<file path="src/rtl/ndn_fib_pkg.sv">
`default_nettype none
// +----------------------------------------------------------------------------+
// | Module      : ndn_fib_pkg                                                  |
// | Description : Shared types and sizing for the FIB name-injection front     |
// |               end: component width, words per name, the injector FSM       |
// |               state encoding and the word typedef.                         |
// | Revision    : 1.0 - initial release                                        |
// +----------------------------------------------------------------------------+
package ndn_fib_pkg;

  localparam int WORD_SIZE       = 32;
  localparam int MAX_NAME_LENGTH = 8;

  typedef logic [WORD_SIZE-1:0] word_t;

  // IDLE   : waiting for a requester, one bubble between names
  // STREAM : forwarding words of the granted requester
  // PAD    : name ended early, emitting zero words up to the last index
  // DRAIN  : name too long, swallowing words until the requester's last
  typedef enum logic [1:0] {
    ST_IDLE   = 2'd0,
    ST_STREAM = 2'd1,
    ST_PAD    = 2'd2,
    ST_DRAIN  = 2'd3
  } inj_state_t;

endpackage
`default_nettype wire

</file>
<file path="src/rtl/name_inject_arbiter_rr_arbiter.sv">
`default_nettype none
// +----------------------------------------------------------------------------+
// | Module      : rr_arbiter                                                   |
// | Description : Combinational circular priority pick. Returns the first      |
// |               asserted request at or after rr_ptr, wrapping around.        |
// | Ports       : req     - request vector, one bit per port                   |
// |               rr_ptr  - highest-priority port index                        |
// |               gnt_idx - index of the selected port (0 when none)           |
// |               any     - at least one request present                       |
// | Revision    : 1.0 - initial release                                        |
// +----------------------------------------------------------------------------+
module rr_arbiter
  import ndn_fib_pkg::*;
#(
  parameter int NUM_PORTS = 4,
  parameter int PORT_W    = 2
) (
  input  logic [NUM_PORTS-1:0] req,
  input  logic [PORT_W-1:0]    rr_ptr,
  output logic [PORT_W-1:0]    gnt_idx,
  output logic                 any
);

  int                w_pos;
  logic [PORT_W-1:0] w_sel;

  // Walk offsets from farthest to nearest so the last hit, which is the
  // one closest to rr_ptr, is the one that sticks.
  always_comb begin
    gnt_idx = '0;
    any     = |req;
    w_pos   = 0;
    w_sel   = '0;
    for (int i = NUM_PORTS - 1; i >= 0; i--) begin
      w_pos = int'(rr_ptr) + i;
      if (w_pos >= NUM_PORTS) begin
        w_pos = w_pos - NUM_PORTS;
      end
      w_sel = PORT_W'(w_pos);
      if (req[w_sel]) begin
        gnt_idx = w_sel;
      end
    end
  end

endmodule
`default_nettype wire

</file>
<file path="src/rtl/name_inject_arbiter.sv">
`default_nettype none
// +----------------------------------------------------------------------------+
// | Module      : name_inject_arbiter                                          |
// | Description : Round-robin scheduler feeding the single name_component      |
// |               input of the FIB lookup pipeline. Each granted name is       |
// |               emitted as exactly MAX_NAME_LENGTH words: short names are    |
// |               zero-padded, long names are truncated and their tail is      |
// |               drained from the requester.                                  |
// | Ports       : clk_in, rst_n_in      - clock, async active-low reset        |
// |               req_valid/word/last_in - per-port word streams              |
// |               req_ready_out         - per-port accept (one-hot or zero)    |
// |               pipe_stall_in         - downstream hold                      |
// |               name_component_out, comp_* - registered emitted word + tags  |
// |               overflow_out          - pulse with truncated name's last word|
// |               busy_out              - FSM not idle                         |
// | Revision    : 1.0 - initial release                                        |
// +----------------------------------------------------------------------------+
module name_inject_arbiter
  import ndn_fib_pkg::*;
#(
  parameter  int WORD_SIZE       = ndn_fib_pkg::WORD_SIZE,
  parameter  int MAX_NAME_LENGTH = ndn_fib_pkg::MAX_NAME_LENGTH,
  parameter  int NUM_PORTS       = 4,
  localparam int PORT_W          = (NUM_PORTS > 1) ? $clog2(NUM_PORTS) : 1,
  localparam int IDX_W           = (MAX_NAME_LENGTH > 1) ? $clog2(MAX_NAME_LENGTH) : 1
) (
  input  logic                           clk_in,
  input  logic                           rst_n_in,
  input  logic [NUM_PORTS-1:0]           req_valid_in,
  input  logic [NUM_PORTS*WORD_SIZE-1:0] req_word_in,
  input  logic [NUM_PORTS-1:0]           req_last_in,
  output logic [NUM_PORTS-1:0]           req_ready_out,
  input  logic                           pipe_stall_in,
  output logic [WORD_SIZE-1:0]           name_component_out,
  output logic                           comp_valid_out,
  output logic                           comp_first_out,
  output logic                           comp_last_out,
  output logic [IDX_W-1:0]               comp_idx_out,
  output logic [PORT_W-1:0]              comp_port_out,
  output logic                           overflow_out,
  output logic                           busy_out
);

  localparam logic [PORT_W-1:0] c_LAST_PORT = PORT_W'(NUM_PORTS - 1);
  localparam logic [IDX_W-1:0]  c_LAST_IDX  = IDX_W'(MAX_NAME_LENGTH - 1);

  // State and registered outputs
  inj_state_t           r_state;
  logic [PORT_W-1:0]    r_grant;
  logic [PORT_W-1:0]    r_rr_ptr;
  logic [IDX_W-1:0]     r_word_idx;
  logic                 r_comp_valid;
  logic [WORD_SIZE-1:0] r_comp_word;
  logic                 r_comp_first;
  logic                 r_comp_last;
  logic [IDX_W-1:0]     r_comp_idx;
  logic [PORT_W-1:0]    r_comp_port;
  logic                 r_overflow;

  // Next-state and per-cycle decisions
  inj_state_t           w_state_nxt;
  logic [PORT_W-1:0]    w_grant_nxt;
  logic [PORT_W-1:0]    w_rr_ptr_nxt;
  logic [IDX_W-1:0]     w_idx_nxt;
  logic                 w_emit;
  logic [WORD_SIZE-1:0] w_emit_word;
  logic                 w_overflow;
  logic [NUM_PORTS-1:0] w_ready;

  logic [WORD_SIZE-1:0] w_port_word [NUM_PORTS];
  logic [PORT_W-1:0]    w_arb_idx;
  logic                 w_arb_any;
  logic                 w_sel_valid;
  logic                 w_sel_last;
  logic [WORD_SIZE-1:0] w_sel_word;
  logic                 w_idx_at_max;
  logic [PORT_W-1:0]    w_ptr_after;

  for (genvar gi = 0; gi < NUM_PORTS; gi++) begin : g_unpack
    assign w_port_word[gi] = req_word_in[gi*WORD_SIZE +: WORD_SIZE];
  end

  rr_arbiter #(
    .NUM_PORTS (NUM_PORTS),
    .PORT_W    (PORT_W)
  ) u_rr_arbiter (
    .req     (req_valid_in),
    .rr_ptr  (r_rr_ptr),
    .gnt_idx (w_arb_idx),
    .any     (w_arb_any)
  );

  assign w_sel_valid  = req_valid_in[r_grant];
  assign w_sel_last   = req_last_in[r_grant];
  assign w_sel_word   = w_port_word[r_grant];
  assign w_idx_at_max = (r_word_idx == c_LAST_IDX);
  // Pointer moves past the port that just finished its name
  assign w_ptr_after  = (r_grant == c_LAST_PORT) ? '0 : r_grant + 1'b1;

  always_comb begin
    w_state_nxt  = r_state;
    w_grant_nxt  = r_grant;
    w_rr_ptr_nxt = r_rr_ptr;
    w_idx_nxt    = r_word_idx;
    w_emit       = 1'b0;
    w_emit_word  = '0;
    w_overflow   = 1'b0;
    w_ready      = '0;

    case (r_state)
      ST_IDLE: begin
        // Grant only; the first word is taken next cycle, leaving a bubble
        if (w_arb_any) begin
          w_grant_nxt = w_arb_idx;
          w_idx_nxt   = '0;
          w_state_nxt = ST_STREAM;
        end
      end

      ST_STREAM: begin
        w_ready[r_grant] = !pipe_stall_in;
        if (w_sel_valid && !pipe_stall_in) begin
          w_emit      = 1'b1;
          w_emit_word = w_sel_word;
          if (w_sel_last) begin
            if (w_idx_at_max) begin
              w_state_nxt  = ST_IDLE;
              w_rr_ptr_nxt = w_ptr_after;
            end else begin
              w_idx_nxt   = r_word_idx + 1'b1;
              w_state_nxt = ST_PAD;
            end
          end else if (w_idx_at_max) begin
            // Full-length name already emitted; the rest is discarded
            w_overflow  = 1'b1;
            w_state_nxt = ST_DRAIN;
          end else begin
            w_idx_nxt = r_word_idx + 1'b1;
          end
        end
      end

      ST_PAD: begin
        if (!pipe_stall_in) begin
          w_emit = 1'b1;
          if (w_idx_at_max) begin
            w_state_nxt  = ST_IDLE;
            w_rr_ptr_nxt = w_ptr_after;
          end else begin
            w_idx_nxt = r_word_idx + 1'b1;
          end
        end
      end

      ST_DRAIN: begin
        // Nothing reaches the pipeline here, so stall is irrelevant
        w_ready[r_grant] = 1'b1;
        if (w_sel_valid && w_sel_last) begin
          w_state_nxt  = ST_IDLE;
          w_rr_ptr_nxt = w_ptr_after;
        end
      end

      default: begin
        w_state_nxt = ST_IDLE;
      end
    endcase
  end

  always_ff @(posedge clk_in or negedge rst_n_in) begin
    if (!rst_n_in) begin
      r_state      <= ST_IDLE;
      r_grant      <= '0;
      r_rr_ptr     <= '0;
      r_word_idx   <= '0;
      r_comp_valid <= 1'b0;
      r_comp_word  <= '0;
      r_comp_first <= 1'b0;
      r_comp_last  <= 1'b0;
      r_comp_idx   <= '0;
      r_comp_port  <= '0;
      r_overflow   <= 1'b0;
    end else begin
      r_state      <= w_state_nxt;
      r_grant      <= w_grant_nxt;
      r_rr_ptr     <= w_rr_ptr_nxt;
      r_word_idx   <= w_idx_nxt;
      r_comp_valid <= w_emit;
      r_comp_word  <= w_emit_word;
      r_comp_first <= w_emit && (r_word_idx == '0);
      r_comp_last  <= w_emit && w_idx_at_max;
      r_comp_idx   <= w_emit ? r_word_idx : '0;
      r_comp_port  <= w_emit ? r_grant : '0;
      r_overflow   <= w_overflow;
    end
  end

  assign req_ready_out      = w_ready;
  assign name_component_out = r_comp_word;
  assign comp_valid_out     = r_comp_valid;
  assign comp_first_out     = r_comp_first;
  assign comp_last_out      = r_comp_last;
  assign comp_idx_out       = r_comp_idx;
  assign comp_port_out      = r_comp_port;
  assign overflow_out       = r_overflow;
  assign busy_out           = (r_state != ST_IDLE);

endmodule
`default_nettype wire

</file>
<file path="config.mk">
export PLATFORM = sky130hd
export DESIGN_NAME = name_inject_arbiter
export DESIGN_NICKNAME = d
export VERILOG_FILES = /design/src/rtl/ndn_fib_pkg.sv /design/src/rtl/name_inject_arbiter_rr_arbiter.sv /design/src/rtl/name_inject_arbiter.sv
export SDC_FILE = /design/constraint.sdc
export NUM_CORES = 1
export LEC_CHECK = 0
export BUFFER_PORTS_ARGS = -buffer_cell sky130_fd_sc_hd__buf_2
export CORE_MARGIN = 8
export CORE_UTILIZATION = 47
export DETAILED_ROUTE_END_ITERATION = 6
export PLACE_DENSITY = 0.87
export SETUP_SLACK_MARGIN = 0.15
export SYNTH_ARGS = -nofsm -noshare
export SYNTH_HDL_FRONTEND = slang
export SYNTH_SLANG_ARGS = --single-unit
export TNS_END_PERCENT = 100
</file>
<file path="constraint.sdc">
create_clock -name clk_in -period 4.6 [get_ports clk_in]
set_input_delay 0.23 -clock clk_in [delete_from_list [all_inputs] [get_ports clk_in]]
set_output_delay 0.23 -clock clk_in [all_outputs]
set_load 0.005 [all_outputs]
</file>
==> run summary <==
first-pass detailed-route iteration total = 4
core area = 6240 um2
Non-Filler Instances = 479
most common cell after layout, fill and taps aside = buf_2
Yosys Warn Count = 0
Clock Skews = 9.83 ps
cts bufs inserted = 5
post-layout minimum cycle time = 2760 ps
status = complete, no violations
Top-Level Pins = 185
port bufs = 184
FP Rows = 29
Setup WS pre-CTS = 1790 ps
measured slew at the worst slew-check pin = 1090 ps
setup ws final = 1840 ps
Max Freq = 362 MHz
Post-Synthesis Cells = 224
CP max FO = 43
Post-Syn Area = 2980 um2
diodes inserted = 0
VDD IR max = 0.000288 V
Final setup viols = 0
Pins Over Slew Limit = 0
latest clock arrival within the worst-skew pair = 300 ps
largest net degree at the start of global routing = 51
placed insts = 471
via/cell ratio = 5.37
Multi-input gate area = 1610 um2
commonest non-fill, non-tap cells in the layout = buf_2, dfrtp_1, mux4_2, and3_1, ha_1
Startpoint Class = flop
chip height = 95.6 um
# Post-CTS Setup Buffers = 0
Leak = 2.21 nW
fillers = 520
CTS clk-pin slew, worst paths = 90 ps
total number of vias = 2573
Yosys cell types = 38
RSZ-0062 raised after global routing = no
Final Hold Vio Count = 0
DRC = 0
Req. time, crit path = 4840 ps
wire per inst = 19.3 um
register area share after synthesis = 42.0%
vias in the first global route = 2908
Max Cap Viol = 0
layout cells sized above 1 = 57.7%
total negative setup slack = 0 ps
Finished Core Util = 64.5%
worst hold path type = in -> async
number of H-tree levels = 2
reg2reg path depth = 4
antenna-violating nets left = 0
Slew HR = 27.5%
Initial Utilization = 47.7%
CTS tree = done
Avg Cell Area, Syn = 13.3 um2
Synth Register Bits = 50
GPL Wtd Cong = 0.843
Post-layout nets = 552
syn_nets = 375
Root Buffer Master = clkbuf_8
total area of sequential cells = 1250 um2
Crit. End Element = flop
Starting DRT DRC Count = 79
# resized after CTS = 0
clk buf depth = 2
die width = 95.6 um
Post-CTS Hold Buffers = 0
Post-Route WL = 9.22 mm
total gr overflow = 0
crit path DAT = 3000 ps
pwr/cell area = 462 nW/um2
area of the die = 9140 um2
Tot GR Track Use = 20.2%
initial antenna violation count = 0
Synth-to-Final Area Change = 35.2%
clock sinks = 50
first-pass GRT wire length = 14.3 mm
Post-DP HPWL = 7.42 mm
Setup Crit Path Kind = reg -> reg
Tcrit/Tclk final = 60.0%
==> report_power, final <==
group / total [mW] / leakage (nW) / switching, mW / internal, mW
clock network: 0.303 / 0.0524 / 0.140 / 0.163
registers: 0.661 / 0.678 / 0.135 / 0.526
logic: 0.895 / 1.48 / 0.395 / 0.500
total: 1.86 / 2.21 / 0.670 / 1.19
==> final timing paths <==
| path | startpoint | to | slack [ps] |
|---|---|---|---|
| max | r_grant[1]$_DFFE_PN0P_ | comp_first_out$_DFF_PN0_ | 1840 |
| min | rst_n_in | comp_last_out$_DFF_PN0_ | 130 |
| max reg2reg | r_grant[1]$_DFFE_PN0P_ | comp_first_out$_DFF_PN0_ | 1840 |
| min reg2reg | r_word_idx[2]$_DFFE_PN0P_ | comp_idx_out[2]$_DFF_PN0_ | 570 |
| max in group asynchronous | rst_n_in | r_grant[0]$_DFFE_PN0P_ | 3750 |
| min in group clk_in | pipe_stall_in | comp_valid_out$_DFF_PN0_ | 280 |
==> worst max-delay path, stage by stage (launching register included) <==
cell	delay [ps]
dfrtp_2	1010
mux4_2	750
a21oi_1	140
nor3b_1	540
and3b_1	250
==> stage by stage <==
stage,hold slack [ps],area (um2),power (mW)
finish,128,4030,1.86
global route,229,4030,1.99
CTS,166,4030,1.88
detailed placement,499,3920,1.57
global placement,474,3920,1.53
floorplan,-65.6,2980,1.31
==> sequential cells by signal (all words and copies together) (netlist names), 2 cells and up <==
| name | flops |
|---|---|
| name_component_out | 32 |
| comp_idx_out | 3 |
| r_word_idx | 3 |
| comp_port_out | 2 |
| r_grant | 2 |
| r_rr_ptr | 2 |
| r_state | 2 |
==> cell families (layout without fill, tap and decap cells) <==
logic type | after synthesis | after routing | synth area share, %
compound gates | 23 | 23 | 4.87
fa+ha+maj | 12 | 12 | 5.04
buf+inv | 23 | 201 | 3.95
flops | 50 | 50 | 42.0
mux | 43 | 43 | 29.0
simple gates | 73 | 73 | 15.1
==> area by class of cell <==
cell class	count	area share, %
Clock inverter	1	0.746
Tap cell	77	2.39
Inverter	8	0.746
Clock buffer	7	1.90
Sequential cell	50	31.1
Multi-Input combinational cell	151	40.0
Timing Repair Buffer	185	23.1
==> cell usage after synthesis, drive strengths merged <==
library cell	n	area [um2]
dfrtp	50	1250
mux4	34	769
and3	32	200
ha	12	150
nand2	11	41.3
clkbuf	9	33.8
inv	8	30.0
o21ai	8	40.0
and2	7	43.8
a21oi	6	30.0
buf	6	53.8
mux2i	6	60.1
nor2b	6	37.5
nor2	5	18.8
mux2	3	33.8
nand2b	3	18.8
a22o	2	17.5
nand3b	2	15.0
a221oi	1	8.76
and3b	1	8.76
and4b	1	10.0
nor3b	1	7.51
nor4	1	6.26
nor4b	1	23.8
o2111a	1	11.3
o211ai	1	7.51
o21a	1	7.51
o21bai	1	7.51
o22ai	1	6.26
o41ai	1	8.76
or2	1	8.76
or4b	1	10.0
==> per-layer routing <==
layer,track usage [%],vias up,routed length (um),share of wire (%)
li1,-,1199,-,-
met1,23.4,1235,3450,37
met2,36.6,128,4830,52
met3,5.12,11,852,9.2
met4,4.61,0,89,0.97
met5,0,-,0,0
Power figures use the tool's default switching activity.
